$ cat src/rtl/ctrl_pkg.sv
// Shared definitions for the six-instruction processor: FSM states,
// opcodes and ALU operation selects used by control, ALU and datapath.
package ctrl_pkg;

  typedef enum logic [3:0] {
    S_INIT   = 4'd0,
    S_FETCH  = 4'd1,
    S_DECODE = 4'd2,
    S_NOOP   = 4'd3,
    S_LOAD_A = 4'd4,
    S_LOAD_B = 4'd5,
    S_STORE  = 4'd6,
    S_ADD    = 4'd7,
    S_SUB    = 4'd8,
    S_HALT   = 4'd9
  } state_t;

  localparam logic [3:0] OP_NOOP  = 4'd0;
  localparam logic [3:0] OP_STORE = 4'd1;
  localparam logic [3:0] OP_LOAD  = 4'd2;
  localparam logic [3:0] OP_ADD   = 4'd3;
  localparam logic [3:0] OP_SUB   = 4'd4;
  localparam logic [3:0] OP_HALT  = 4'd5;

  localparam logic [2:0] ALU_ADD   = 3'd0;
  localparam logic [2:0] ALU_SUB   = 3'd1;
  localparam logic [2:0] ALU_PASSA = 3'd2;
  localparam logic [2:0] ALU_XOR   = 3'd3;
  localparam logic [2:0] ALU_OR    = 3'd4;
  localparam logic [2:0] ALU_AND   = 3'd5;
  localparam logic [2:0] ALU_INC   = 3'd6;

  // Maps an opcode to the first execute state; anything unknown runs as NOOP.
  function automatic state_t decode_op(input logic [3:0] op);
    case (op)
      OP_STORE: return S_STORE;
      OP_LOAD:  return S_LOAD_A;
      OP_ADD:   return S_ADD;
      OP_SUB:   return S_SUB;
      OP_HALT:  return S_HALT;
      default:  return S_NOOP;
    endcase
  endfunction

endpackage

$ cat src/rtl/pc_reg.sv
// Program counter register: synchronous clear, increment enable,
// wraps modulo 2^PC_W.
module pc_reg #(
  parameter int PC_W = 7
) (
  input  logic            clk,
  input  logic            clr,
  input  logic            inc,
  output logic [PC_W-1:0] pc
);

  // Clear wins over increment so reset always returns the PC to zero.
  always_ff @(posedge clk) begin
    if (clr) begin
      pc <= '0;
    end else if (inc) begin
      pc <= pc + PC_W'(1);
    end
  end

endmodule

$ cat src/rtl/control_unit.sv
// Sequencing controller: holds PC and IR, fetches and decodes 16-bit
// instructions and drives memory, register-file and ALU control lines.
module control_unit
  import ctrl_pkg::*;
#(
  parameter int PC_W = 7
) (
  input  logic            Clk,
  input  logic            Reset,
  input  logic [15:0]     Instr,
  output logic [PC_W-1:0] PC_Addr,
  output logic [7:0]      D_Addr,
  output logic            D_Wr,
  output logic            RF_s,
  output logic [3:0]      RF_W_Addr,
  output logic            RF_W_en,
  output logic [3:0]      RF_Ra_Addr,
  output logic [3:0]      RF_Rb_Addr,
  output logic [2:0]      ALU_s0,
  output logic [3:0]      State,
  output logic            Halted
);

  state_t          state;
  state_t          next_state;
  logic [15:0]     ir;
  logic [PC_W-1:0] pc;
  logic            d_wr_raw;
  logic            rf_w_en_raw;

  pc_reg #(.PC_W(PC_W)) u_pc (
    .clk (Clk),
    .clr (Reset),
    .inc (state == S_FETCH),
    .pc  (pc)
  );

  // State register and instruction latch; IR captures ROM data in FETCH.
  always_ff @(posedge Clk) begin
    if (Reset) begin
      state <= S_INIT;
      ir    <= '0;
    end else begin
      state <= next_state;
      if (state == S_FETCH) begin
        ir <= Instr;
      end
    end
  end

  // Next-state logic: fetch/decode loop, LOAD takes two execute cycles, HALT sticks.
  always_comb begin
    next_state = state;
    case (state)
      S_INIT:   next_state = S_FETCH;
      S_FETCH:  next_state = S_DECODE;
      S_DECODE: next_state = decode_op(ir[15:12]);
      S_LOAD_A: next_state = S_LOAD_B;
      S_HALT:   next_state = S_HALT;
      S_NOOP, S_LOAD_B, S_STORE, S_ADD, S_SUB: next_state = S_FETCH;
      default:  next_state = S_INIT;
    endcase
  end

  // Moore output decode from the state register and IR fields.
  always_comb begin
    D_Addr      = '0;
    d_wr_raw    = 1'b0;
    RF_s        = 1'b0;
    RF_W_Addr   = '0;
    rf_w_en_raw = 1'b0;
    RF_Ra_Addr  = '0;
    RF_Rb_Addr  = '0;
    ALU_s0      = ALU_ADD;
    Halted      = 1'b0;
    case (state)
      S_LOAD_A: begin
        D_Addr = ir[11:4];
        RF_s   = 1'b1;
      end
      S_LOAD_B: begin
        D_Addr      = ir[11:4];
        RF_s        = 1'b1;
        RF_W_Addr   = ir[3:0];
        rf_w_en_raw = 1'b1;
      end
      S_STORE: begin
        D_Addr     = ir[11:4];
        RF_Ra_Addr = ir[3:0];
        ALU_s0     = ALU_PASSA;
        d_wr_raw   = 1'b1;
      end
      S_ADD, S_SUB: begin
        RF_Ra_Addr  = ir[11:8];
        RF_Rb_Addr  = ir[7:4];
        RF_W_Addr   = ir[3:0];
        rf_w_en_raw = 1'b1;
        ALU_s0      = (state == S_ADD) ? ALU_ADD : ALU_SUB;
      end
      S_HALT: begin
        Halted = 1'b1;
      end
      default: begin
      end
    endcase
  end

  // Write strobes are masked by Reset so an in-flight write never commits.
  assign D_Wr    = d_wr_raw & ~Reset;
  assign RF_W_en = rf_w_en_raw & ~Reset;
  assign PC_Addr = pc;
  assign State   = state;

endmodule

$ cat config.mk
export PLATFORM = sky130hd
export DESIGN_NAME = control_unit
export DESIGN_NICKNAME = d
export VERILOG_FILES = /design/src/rtl/ctrl_pkg.sv /design/src/rtl/pc_reg.sv /design/src/rtl/control_unit.sv
export SDC_FILE = /design/constraint.sdc
export NUM_CORES = 1
export LEC_CHECK = 0
export CAP_MARGIN = 40
export CORE_AREA = 2 2 77 79
export CTS_CLUSTER_DIAMETER = 120
export DETAILED_ROUTE_END_ITERATION = 6
export DIE_AREA = 0 0 79 81
export SKIP_CTS_REPAIR_TIMING = 1
export SLEW_MARGIN = 15
export SYNTH_ARGS = -nofsm -noshare
export SYNTH_HDL_FRONTEND = slang
export SYNTH_SLANG_ARGS = --single-unit
$ cat constraint.sdc
create_clock -name Clk -period 5 [get_ports Clk]
set_input_delay 1 -clock Clk [delete_from_list [all_inputs] [get_ports Clk]]
set_output_delay 1 -clock Clk [all_outputs]
set_load 0.02 [all_outputs]
==> impl_metrics.toml <==
[setup_path]
worstSetupEndpoint = "RF_Ra_Addr[3]"
slowest_delay_ns = 0.61
path_cells = "nor4b_1, a41o_1, a22o_1, clkdlybuf4s50_1"
rr_endpoint = "u_pc.pc[6]"
rrSetupSlack_ns = 3.00
crit_required_ns = 4.00
crit_path_start_kind = "flop"
timing.rr.start = "State[2]"
path_class = "reg -> out"
crit_path_start = "State[3]"
arrival_ns = 2.45
r2r_cells = 3
slowest_stage = "clkdlybuf4s50_1"
crit_fanout = 11
end_kind = "output pin"

[route]
ant_nets = 0
drt-total-wl_mm = 3.70
wl_per_cell_um = 12.6
drtIter0Drc = 63
routed_via_density = 4.46
drc = 0
vias = 1308
firstDrtPassIters = 4

[power_and_ir_drop]
p_clk_share_pct = 25.3
seq_power_share_pct = 52.2
power_leakage_nw = 0.677
ir_drop_mv = 0.110
power-per-cell-area_mw_per_mm2 = 249
pwr-share-comb_pct = 22.5
p_sw_w = 0.000150
swShare_pct = 30.4
p_int_w = 0.000344

[global_route]
grt_pass1_wl_mm = 6.07
grt_antenna_before_repair = 0
grt_pass1_vias = 1205
grt_max_degree = 29
grt.overflow.total = 0
grt_usage_pct = 11.8

[sta]
setup-violations-final = 0
fin_crit_sh_pct = 69.0
min_period_ns = 3.45
slew-limit-headroom_pct = 63.6
fmax_mhz = 290
maxSlewViolCount = 0
worst_pin_slew_ns = 0.546
rsz0062_at_grt = "false"
fin_setup_tns_ns = 0
fin_worst_skew_ns = 0.00523
hold_viol = 0

[clocking]
cts_buffer_depth = 2
cts_root_buf = "clkbuf_8"
htree_levels = 1
clk-insertion-delay-late_ns = 0.27
cts_buffers = 3
cts_tree = "done"
clk_pin_slew_ns = 0.10
clock-sinks = 27

[final_layout]
fin_cells = 293
largest_register_ff_count = 16
drive_gt1_share_pct = 4.59
area_delta_synth_final_pct = 49.0
antenna_cells = 0
nets = 238

[synth]
synth_flop_cell = "dfxtp_1"
synth_area_mm2 = 0.00134
synth.area.top_cells = "dfxtp_1, nand2_1, a21oi_1, and2_1, a22o_1"
synth_edf_count = 0
synth_async_sr_flop_share_pct = 0
synth_cell_types = 35
ys_seq_area_share_pct = 40.5
synth_common_cells = "nand2_1, dfxtp_1, a21oi_1, and2_1"
synth_warnings = 0
synth.avg_cell_area_um2 = 7.90
syn_nets = 188
synth_top_area_cell = "dfxtp_1"
synth_cells = 169
yosysTopAreaCellShare_pct = 40.5
synth.most_common_cell = "nand2_1"
ys_seq_elements = 27

[floorplanning]
rows = 28
chipWidth_um = 79
ios = 56
die_area_mm2 = 0.00640
core-area_mm2 = 0.00568
die_y_um = 81
start_util_pct = 23.5

[hold_path]
hp-class = "reg -> reg"

[place]
hpwl_mm = 2.61
dp.cells = 289
port_buffers = 54
gp_congestion = 0.706

[run]
maxCapViolCount = 0

[status]
status = "completed"
[how the worst min path moves through the flow]
stage               cells past startpoint  slack (ns)  startpoint     end
global placement                        2        0.45       ir[4]   ir[4]
floorplan                               2        0.44       ir[4]   ir[4]
global route                            2        0.50      ir[11]  ir[11]
CTS                                     2        0.47       ir[4]   ir[4]
detailed placement                      2        0.46       ir[4]   ir[4]
finish                                  2        0.47       ir[3]   ir[3]
[power by group through the flow]
stage	clock, W	sequential (W)	combinational (W)
3_3_place_gp	0	0.000263	0.000107
6_report	0.000125	0.000258	0.000111
3_5_place_dp	0	0.000263	0.000113
2_1_floorplan	0	0.000261	0.0000669
5_1_grt	0.000140	0.000263	0.000125
4_1_cts	0.000132	0.000258	0.000113
[cell type report]
class / instances / area (um^2)
inverter: 3 / 11.3
tap: 75 / 93.8
sequential: 27 / 541
timing repair buffer: 56 / 563
clock inverter: 1 / 7.51
multi-input combinational: 128 / 732
clock buffer: 3 / 41.3
fill: 629 / 3690
[critical path: cells and delay by family, from the launching register on]
family / cells / cell delay (ns)
AOI/OAI and AO/OA: 2 / 0.54
DFF: 1 / 0.56
and+or+nand+nor: 1 / 0.47
buffers and inverters: 1 / 0.61
[logic make-up after synthesis]
family	after synthesis	synth area share [%]
AOI/OAI and AO/OA	43	19.3
DFF	27	40.5
and+or+nand+nor	81	32.3
buffers and inverters	14	5.34
xor gates and xnor gates	2	1.31
adders and majority gates	1	0.937
other	1	0.281
[cell usage in the layout (no fill, tap or decap), types with 2 or more instances in the layout]
master / count
nor2b_1: 4
o2111ai_1: 2
o31ai_1: 2
o21ai_0: 7
nand2_1: 36
clkdlybuf4s50_1: 54
inv_1: 3
or4_1: 2
nor3_1: 2
nor4b_1: 2
nand3_1: 4
clkbuf_8: 3
and2_1: 16
or3_1: 3
dfxtp_1: 27
a22o_1: 4
nand2b_1: 2
nor2_1: 4
a21oi_1: 24
[per-stage QoR]
stage | hold slack, ns | power (W) | utilization (%) | worst slack (ns) | area (um^2)
CTS | 0.473 | 0.000503 | 35.1 | 1.54 | 1990
finish | 0.470 | 0.000494 | 35.1 | 1.55 | 1990
global route | 0.500 | 0.000528 | 35.1 | 1.35 | 1990
detailed placement | 0.461 | 0.000376 | 34.2 | 1.79 | 1940
global placement | 0.447 | 0.000370 | 33.9 | 1.80 | 1930
floorplan | 0.440 | 0.000328 | - | 1.85 | 1340
[metal layers]
layer  up-vias  global-route usage, %  share of wire [%]
li1        676                      -                  -
met1       599                   16.0                 47
met2        29                   18.6                 47
met4         0                   3.62                1.4
met3         4                   2.67                4.4
met5         -                      0                  0
(Power assumes the default switching activity.)
